## src/rtl/vio_route_ctrl_if.sv

```systemverilog
`default_nettype none
// +----------------------------------------------------------------------------+
// | Module   : vio_route_ctrl_if                                               |
// | Purpose  : Bundles the route-update request handshake and the per-region   |
// |            user-to-switch stream monitor taps of vio_route_ctrl.           |
// | Signals  : cfg_valid / cfg_ready   - route update request handshake        |
// |            cfg_region              - target region index                   |
// |            cfg_route               - new route (switch tdest) word         |
// |            mon_tvalid/tready/tlast - per-region stream monitor taps        |
// | Modports : master - requester and stream side                              |
// |            slave  - route controller side                                  |
// | Revision : 1.0 - initial release                                           |
// +----------------------------------------------------------------------------+
interface vio_route_ctrl_if #(
  parameter int N_ID       = 12,
  parameter int ROUTE_BITS = 14
) ();

  localparam int RW = (N_ID > 1) ? $clog2(N_ID) : 1;

  logic                  cfg_valid;
  logic                  cfg_ready;
  logic [RW-1:0]         cfg_region;
  logic [ROUTE_BITS-1:0] cfg_route;

  logic [N_ID-1:0]       mon_tvalid;
  logic [N_ID-1:0]       mon_tready;
  logic [N_ID-1:0]       mon_tlast;

  modport master (
    output cfg_valid,
    output cfg_region,
    output cfg_route,
    output mon_tvalid,
    output mon_tready,
    output mon_tlast,
    input  cfg_ready
  );

  modport slave (
    input  cfg_valid,
    input  cfg_region,
    input  cfg_route,
    input  mon_tvalid,
    input  mon_tready,
    input  mon_tlast,
    output cfg_ready
  );

endinterface
`default_nettype wire

```

## src/rtl/vio_route_ctrl.sv

```systemverilog
`default_nettype none
// +----------------------------------------------------------------------------+
// | Module   : vio_route_ctrl                                                  |
// | Purpose  : Safe runtime update of the per-region switch route table.       |
// |            An update waits for the target region to reach a packet        |
// |            boundary, gates that region, lets the path settle for          |
// |            SETTLE_CYCLES quiet cycles, then commits the new route.        |
// | Ports    : aclk, areset  - clock, synchronous active-high reset            |
// |            cfg (slave)   - update handshake + stream monitor taps          |
// |            route_in      - route table driven to the switch                |
// |            hold          - per-region sink gate (integrator ANDs ~hold)    |
// |            busy          - update in progress                              |
// |            err           - sticky out-of-range region request              |
// |            upd_cnt       - committed update count, wraps modulo 2^32       |
// | Revision : 1.0 - initial release                                           |
// +----------------------------------------------------------------------------+
module vio_route_ctrl #(
  parameter int                    N_ID          = 12,
  parameter int                    ROUTE_BITS    = 14,
  parameter int                    SETTLE_CYCLES = 4,
  parameter logic [ROUTE_BITS-1:0] RST_ROUTE     = '0
) (
  input  logic                                aclk,
  input  logic                                areset,
  vio_route_ctrl_if.slave                     cfg,
  output logic [N_ID-1:0][ROUTE_BITS-1:0]     route_in,
  output logic [N_ID-1:0]                     hold,
  output logic                                busy,
  output logic                                err,
  output logic [31:0]                         upd_cnt
);

  localparam int RW   = (N_ID > 1) ? $clog2(N_ID) : 1;
  localparam int SC_W = (SETTLE_CYCLES > 1) ? $clog2(SETTLE_CYCLES) : 1;
  localparam logic [SC_W-1:0] SC_LAST =
    SC_W'((SETTLE_CYCLES > 0) ? (SETTLE_CYCLES - 1) : 0);
  localparam logic SETTLE_BYPASS = (SETTLE_CYCLES == 0);

  typedef enum logic [1:0] {
    S_IDLE   = 2'd0,
    S_DRAIN  = 2'd1,
    S_SETTLE = 2'd2,
    S_COMMIT = 2'd3
  } state_t;

  // ---------------------------------------------------------------------------
  // State
  // ---------------------------------------------------------------------------
  state_t                            state_q,     state_d;
  logic [RW-1:0]                     region_q,    region_d;
  logic [ROUTE_BITS-1:0]             route_q,     route_d;
  logic [SC_W-1:0]                   cnt_q,       cnt_d;
  logic [N_ID-1:0]                   in_pkt_q,    in_pkt_d;
  logic [N_ID-1:0][ROUTE_BITS-1:0]   route_tbl_q, route_tbl_d;
  logic                              err_q,       err_d;
  logic [31:0]                       upd_cnt_q,   upd_cnt_d;

  // ---------------------------------------------------------------------------
  // Combinational helpers
  // ---------------------------------------------------------------------------
  logic [N_ID-1:0] w_mon_hs;
  logic            w_region_ok;
  logic            w_sel_hs;
  logic            w_sel_in_pkt;

  assign w_mon_hs     = cfg.mon_tvalid & cfg.mon_tready;
  assign w_region_ok  = (int'(cfg.cfg_region) < N_ID);
  // region_q only ever holds an in-range index, so these selects are safe.
  assign w_sel_hs     = w_mon_hs[region_q];
  assign w_sel_in_pkt = in_pkt_q[region_q];

  // Packet tracking: a non-last beat opens a packet, a last beat closes it.
  // A single-beat packet therefore never raises the flag.
  assign in_pkt_d = (in_pkt_q & ~w_mon_hs) | (w_mon_hs & ~cfg.mon_tlast);

  // ---------------------------------------------------------------------------
  // Next-state logic
  // ---------------------------------------------------------------------------
  always_comb begin
    state_d     = state_q;
    region_d    = region_q;
    route_d     = route_q;
    cnt_d       = cnt_q;
    route_tbl_d = route_tbl_q;
    err_d       = err_q;
    upd_cnt_d   = upd_cnt_q;

    unique case (state_q)
      S_IDLE: begin
        if (cfg.cfg_valid) begin
          if (w_region_ok) begin
            region_d = cfg.cfg_region;
            route_d  = cfg.cfg_route;
            state_d  = S_DRAIN;
          end else begin
            // Rejected request is consumed; the table is left untouched.
            err_d = 1'b1;
          end
        end
      end

      S_DRAIN: begin
        // Leave only on a quiet cycle at a packet boundary.
        if (!w_sel_in_pkt && !w_sel_hs) begin
          cnt_d   = '0;
          state_d = SETTLE_BYPASS ? S_COMMIT : S_SETTLE;
        end
      end

      S_SETTLE: begin
        // Any activity on the region restarts the quiet window. in_pkt is
        // included so that a packet opened here is never cut by the commit.
        if (w_sel_hs || w_sel_in_pkt) begin
          cnt_d = '0;
        end else if (cnt_q == SC_LAST) begin
          state_d = S_COMMIT;
        end else begin
          cnt_d = cnt_q + SC_W'(1);
        end
      end

      S_COMMIT: begin
        route_tbl_d[region_q] = route_q;
        upd_cnt_d             = upd_cnt_q + 32'd1;
        state_d               = S_IDLE;
      end

      default: begin
        state_d = S_IDLE;
      end
    endcase
  end

  // ---------------------------------------------------------------------------
  // State register
  // ---------------------------------------------------------------------------
  always_ff @(posedge aclk) begin
    if (areset) begin
      state_q     <= S_IDLE;
      region_q    <= '0;
      route_q     <= '0;
      cnt_q       <= '0;
      in_pkt_q    <= '0;
      route_tbl_q <= {N_ID{RST_ROUTE}};
      err_q       <= 1'b0;
      upd_cnt_q   <= '0;
    end else begin
      state_q     <= state_d;
      region_q    <= region_d;
      route_q     <= route_d;
      cnt_q       <= cnt_d;
      in_pkt_q    <= in_pkt_d;
      route_tbl_q <= route_tbl_d;
      err_q       <= err_d;
      upd_cnt_q   <= upd_cnt_d;
    end
  end

  // ---------------------------------------------------------------------------
  // Outputs
  // ---------------------------------------------------------------------------
  assign cfg.cfg_ready = (state_q == S_IDLE);
  assign busy          = (state_q != S_IDLE);
  assign err           = err_q;
  assign upd_cnt       = upd_cnt_q;
  assign route_in      = route_tbl_q;

  // Gate only the target region, and only once its in-flight packet is done.
  for (genvar i = 0; i < N_ID; i++) begin : g_hold
    assign hold[i] = (state_q != S_IDLE) && (region_q == RW'(i)) && !in_pkt_q[i];
  end

endmodule
`default_nettype wire
```

## src/flat_wrapper.sv

```systemverilog
// flat-port wrapper written by rule: the top's interface ports become plain ports
module vio_route_ctrl_flat 
#(
  parameter int                    N_ID          = 12,
  parameter int                    ROUTE_BITS    = 14,
  parameter int                    SETTLE_CYCLES = 4,
  parameter logic [ROUTE_BITS-1:0] RST_ROUTE     = '0
)
  (aclk, areset, route_in, hold, busy, err, upd_cnt, cfg_cfg_valid, cfg_cfg_region, cfg_cfg_route, cfg_mon_tvalid, cfg_mon_tready, cfg_mon_tlast, cfg_cfg_ready);
  vio_route_ctrl_if #(.N_ID(N_ID), .ROUTE_BITS(ROUTE_BITS)) cfg_i ();
  input  logic aclk;
  input  logic areset;
  output logic [N_ID-1:0][ROUTE_BITS-1:0] route_in;
  output logic [N_ID-1:0] hold;
  output logic busy;
  output logic err;
  output logic [31:0] upd_cnt;
  input wire logic [$bits(cfg_i.cfg_valid)-1:0] cfg_cfg_valid;
  input wire logic [$bits(cfg_i.cfg_region)-1:0] cfg_cfg_region;
  input wire logic [$bits(cfg_i.cfg_route)-1:0] cfg_cfg_route;
  input wire logic [$bits(cfg_i.mon_tvalid)-1:0] cfg_mon_tvalid;
  input wire logic [$bits(cfg_i.mon_tready)-1:0] cfg_mon_tready;
  input wire logic [$bits(cfg_i.mon_tlast)-1:0] cfg_mon_tlast;
  output wire logic [$bits(cfg_i.cfg_ready)-1:0] cfg_cfg_ready;
  assign cfg_i.cfg_valid = cfg_cfg_valid;
  assign cfg_i.cfg_region = cfg_cfg_region;
  assign cfg_i.cfg_route = cfg_cfg_route;
  assign cfg_i.mon_tvalid = cfg_mon_tvalid;
  assign cfg_i.mon_tready = cfg_mon_tready;
  assign cfg_i.mon_tlast = cfg_mon_tlast;
  assign cfg_cfg_ready = cfg_i.cfg_ready;
  vio_route_ctrl #(.N_ID(N_ID), .ROUTE_BITS(ROUTE_BITS), .SETTLE_CYCLES(SETTLE_CYCLES), .RST_ROUTE(RST_ROUTE)) u_core (.aclk(aclk), .areset(areset), .cfg(cfg_i), .route_in(route_in), .hold(hold), .busy(busy), .err(err), .upd_cnt(upd_cnt));
endmodule
```

## config.mk

```make
export PLATFORM = sky130hd
export DESIGN_NAME = vio_route_ctrl_flat
export DESIGN_NICKNAME = d
export VERILOG_FILES = /design/src/rtl/vio_route_ctrl_if.sv /design/src/rtl/vio_route_ctrl.sv /design/src/flat_wrapper.sv
export SDC_FILE = /design/constraint.sdc
export NUM_CORES = 1
export LEC_CHECK = 0
export ABC_AREA = 1
export BUFFER_PORTS_ARGS = -buffer_cell sky130_fd_sc_hd__buf_2
export CORE_MARGIN = 10
export CORE_UTILIZATION = 52
export DETAILED_ROUTE_END_ITERATION = 6
export GPL_TIMING_DRIVEN = 0
export PLACE_DENSITY_LB_ADDON = 0.25
export RECOVER_POWER = 100
export SETUP_SLACK_MARGIN = 0.4
export SLEW_MARGIN = 20
export SYNTH_ARGS = -nofsm -noshare
export SYNTH_HDL_FRONTEND = slang
export SYNTH_SLANG_ARGS = --single-unit
```

## constraint.sdc

```tcl
create_clock -name aclk -period 2.03 [get_ports aclk]
set_clock_uncertainty 0.1 [all_clocks]
set_input_delay 0.203 -clock aclk [delete_from_list [all_inputs] [get_ports aclk]]
set_output_delay 0.203 -clock aclk [all_outputs]
set_load 0.05 [all_outputs]
```

==> tab_implementation.tex <==
\begin{tabular}{lr}
\hline
Metric & Value \\
\hline
\multicolumn{2}{l}{\textbf{Critical path}} \\
\quad Critical setup path kind & register to register \\
\quad Cell family with the largest share of critical-path delay & simple AND/OR/NAND/NOR gates \\
\quad Buf+Inv Stages, Crit Path & 3 \\
\quad Cell-by-cell listing of the critical path & ha\_1 > inv\_2 > nor2\_4 > inv\_2 > nor2\_8 > nand2\_4 > nor2\_8 > inv\_4 > nor3b\_4 > nand3b\_1 > a21oi\_2 \\
\quad Worst endpoint required time & 2390 ps \\
\quad Worst stage delay on the critical path & 380 ps \\
\quad Setup crit end kind & register \\
\quad Largest fanout of any net on the critical path & 5 \\
\quad Critical path launch point type & register \\
\quad Standard cell with the maximum stage delay on the critical path & dfxtp\_4 \\
\quad Worst EP arrival & 2450 ps \\
\multicolumn{2}{l}{\textbf{Placement}} \\
\quad HPWL after detailed placement & 23820 um \\
\quad Port-buffer cells & 270 \\
\quad Worst setup timing slack at the placement stage & -64.68 ps \\
\quad Gpl congestion & 0.8982 \\
\multicolumn{2}{l}{\textbf{Clocking}} \\
\quad Largest buffer count on any clock path & 3 \\
\quad Clock sink count & 235 \\
\quad Latest clock arrival within the worst-skew pair & 530 ps \\
\quad Root buffer cell & clkbuf\_16 \\
\quad TritonCTS buffer count & 25 \\
\quad CTS tree & yes \\
\quad Clock slew at the register clock pins of the worst setup and hold paths & 60 ps \\
\quad CTS H-Tree Depth & 1 \\
\multicolumn{2}{l}{\textbf{Synth}} \\
\quad Average cell area after synthesis & 7.589 um2 \\
\quad Sequential share of the synthesized area & 49.95\% \\
\quad Synthesized netlist net count & 1304 \\
\quad Ys flop type & dfxtp\_1 \\
\quad Largest cells by area after synthesis & dfxtp\_1, a21oi\_1, o21ai\_0 \\
\quad Netlist area before placement & 9418 um2 \\
\quad Unique masters post-synth & 39 \\
\quad Number of instances in the synthesized netlist & 1241 \\
\quad Synth cell count leaders & dfxtp\_1, inv\_1, a21oi\_1 \\
\quad Number of synthesized flops with an enable pin & 0 \\
\quad Biggest area consumer among synthesized cells & dfxtp\_1 \\
\quad Ys Warns & 0 \\
\quad Async set-or-reset flop fraction in the synthesized netlist & 0\% \\
\quad Cell with the most instances after synthesis & dfxtp\_1 \\
\quad Portion of synthesized cell area occupied by the leading cell type & 49.95\% \\
\quad Post-synthesis register bit count & 235 \\
\multicolumn{2}{l}{\textbf{Drt}} \\
\quad Avg Vias per Cell & 5.756 \\
\quad TritonRoute pass-1 iters & 6 \\
\quad Routed length per instance & 21.66 um \\
\quad Routed vias & 11097 \\
\quad Wirelength, routed & 41770 um \\
\quad Number of nets with antenna violations after routing & 0 \\
\quad Number of DRC violations after detailed routing & 0 \\
\quad Violation count after the first detailed-routing iteration & 1076 \\
\multicolumn{2}{l}{\textbf{STA}} \\
\quad Slew Viols, Final & 0 \\
\quad RSZ-0062 raised after global routing & true \\
\quad Max Fclk & 478.9 MHz \\
\quad Accumulated negative setup slack & -108.3 ps \\
\quad Worst-margin pin slew & 928.0 ps \\
\quad Min Hold Slack & 47.02 ps \\
\quad Hold violation count in the final report & 0 \\
\quad Tmin final & 2088 ps \\
\quad Part of the cycle the worst path needs & 102.9\% \\
\quad Worst Slack Setup Final & -57.91 ps \\
\quad Setup violation total in the final timing report & 6 \\
\quad Relative slew slack & 38.13\% \\
\multicolumn{2}{l}{\textbf{Status}} \\
\quad Outcome & finished, violations left \\
\quad Violated checks & negative setup slack \\
\multicolumn{2}{l}{\textbf{Floorplan}} \\
\quad Placeable core area & 17900 um2 \\
\quad Cell Rows & 49 \\
\quad Starting density of the core & 52.61\% \\
\quad Die Footprint & 23890 um2 \\
\quad Number of primary I/O pins & 272 \\
\quad Die Y-Extent & 154.6 um \\
\quad Horizontal extent of the die & 154.6 um \\
\multicolumn{2}{l}{\textbf{Finish}} \\
\quad Layout overhead on the synthesized area & 58.24\% \\
\quad Sequential Area & 4798 um2 \\
\quad Multi-input gate area & 4697 um2 \\
\quad Count of fill cells added during filler insertion & 992 \\
\quad Antenna diode count & 0 \\
\quad Layout cell share with drive strength beyond 1 & 39.43\% \\
\quad Post-layout nets & 1746 \\
\quad Util after Layout & 83.25\% \\
\multicolumn{2}{l}{\textbf{Global routing}} \\
\quad Wire length of the first global-routing pass & 54680 um \\
\quad Largest net degree at the start of global routing & 14 \\
\quad Vias in the first global route & 10036 \\
\quad Number of antenna violations at the first check in global routing & 0 \\
\quad All-layer global routing usage & 28.15\% \\
\quad Remaining global-route overflow & 0 \\
\multicolumn{2}{l}{\textbf{Pwr}} \\
\quad Power per Cell Area & 938.4 nW/um2 \\
\quad P\_leak & 6.412 nW \\
\quad Maximum VDD drop & 1273 uV \\
\multicolumn{2}{l}{\textbf{Job}} \\
\quad Maximum capacitance violations & 0 \\
\multicolumn{2}{l}{\textbf{Hold path}} \\
\quad Hold Path Class & input pin to register \\
\hline
\end{tabular}
## final timing paths
path,startpoint,endpoint,slack [ps],cells past startpoint
worst max-delay path,u_core.state_q[0],u_core.upd_cnt[24],-60,11
worst min-delay path,cfg_mon_tvalid[2],register,50,5
worst max register to register,u_core.state_q[0],u_core.upd_cnt[24],-60,11
worst min register to register,u_core.route_in[23],u_core.route_in[23],340,2
## cells by family after synthesis
family	after synthesis	synth area share, %
AO/OA/AOI/OAI	425	23.28
XOR/XNOR	7	0.6510
adder cells (fa/ha/maj)	6	0.7971
buffers and inverters	292	11.89
flip-flops	235	49.95
AND/OR/NAND/NOR	276	13.43
## what timing repair did
item / 4_1_cts / 5_1_grt
endpoints found under the hold margin: 31 / 0
hold buffers: 48 / 0
pin swaps: 29 / 68
setup buffers: 35 / 43
gates resized for setup: 224 / 294
setup endpoints to repair: 222 / 228
cloned: 6 / 13
## cell usage in the layout (no fill, tap or decap), drive strengths merged, types with 8 or more instances in the layout
cell type | synthesis | layout
buf | 9 | 378
dfxtp | 235 | 235
inv | 220 | 221
a21oi | 204 | 204
o21ai | 202 | 202
nand2 | 106 | 106
nor2 | 102 | 102
clkbuf | 63 | 87
dlygate4sd3 | 0 | 48
nand3 | 37 | 44
nand4 | 10 | 10
a311oi | 8 | 8
nor3 | 8 | 8
## power by group
group          switching (mW)  internal [mW]  total [mW]
Sequential              0.251           4.81        5.06
Combinational            2.73           1.62        4.35
Clock                    1.92           2.65        4.57
## stage by stage
step | cell area, um2 | power, mW | instances
after floorplan | 9767 | 6.765 | 1241
after detailed placement | 11400 | 7.537 | 1740
final | 14900 | 13.99 | 1928
after global routing | 14900 | 14.28 | 1928
after global placement | 11400 | 7.495 | 1740
after CTS | 13760 | 12.87 | 1872
## final cells by class
| class | count | area share (%) |
|---|---|---|
| plain buffers | 72 | 4.005 |
| clock buffers | 34 | 4.693 |
| clock inverters | 9 | 0.6633 |
| inverters | 220 | 5.894 |
| multi-input cells | 721 | 31.52 |
| flip-flops and latches | 235 | 32.20 |
| well taps | 229 | 1.923 |
| repair buffers | 407 | 19.03 |
| repair inverters | 1 | 0.07556 |
## worst register-to-register path, stage by stage (launching register included)
cell	delay (ps)
dfxtp_4	380
ha_1	250
inv_2	80
nor2_4	160
inv_2	80
nor2_8	130
nand2_4	80
nor2_8	150
inv_4	70
nor3b_4	260
nand3b_1	150
a21oi_2	140
## metal layers
| layer | GRT usage [%] | vias to the layer above | wire [um] |
|---|---|---|---|
| li1 | - | 4949 | - |
| met1 | 32.00 | 5236 | 14730 |
| met2 | 48.21 | 745 | 20510 |
| met3 | 8.014 | 167 | 4400 |
| met4 | 12.24 | 0 | 2132 |
| met5 | 0 | - | 0 |
## state kept, by name, summed over array words and instances, names as in the netlist, named ones only
register,count
u_core.cnt_q,2
u_core.err,1
u_core.region_q,4
u_core.route_in,168
u_core.route_q,14
u_core.state_q,2
u_core.upd_cnt,32
Note: power is estimated with default switching activity, not from simulation.
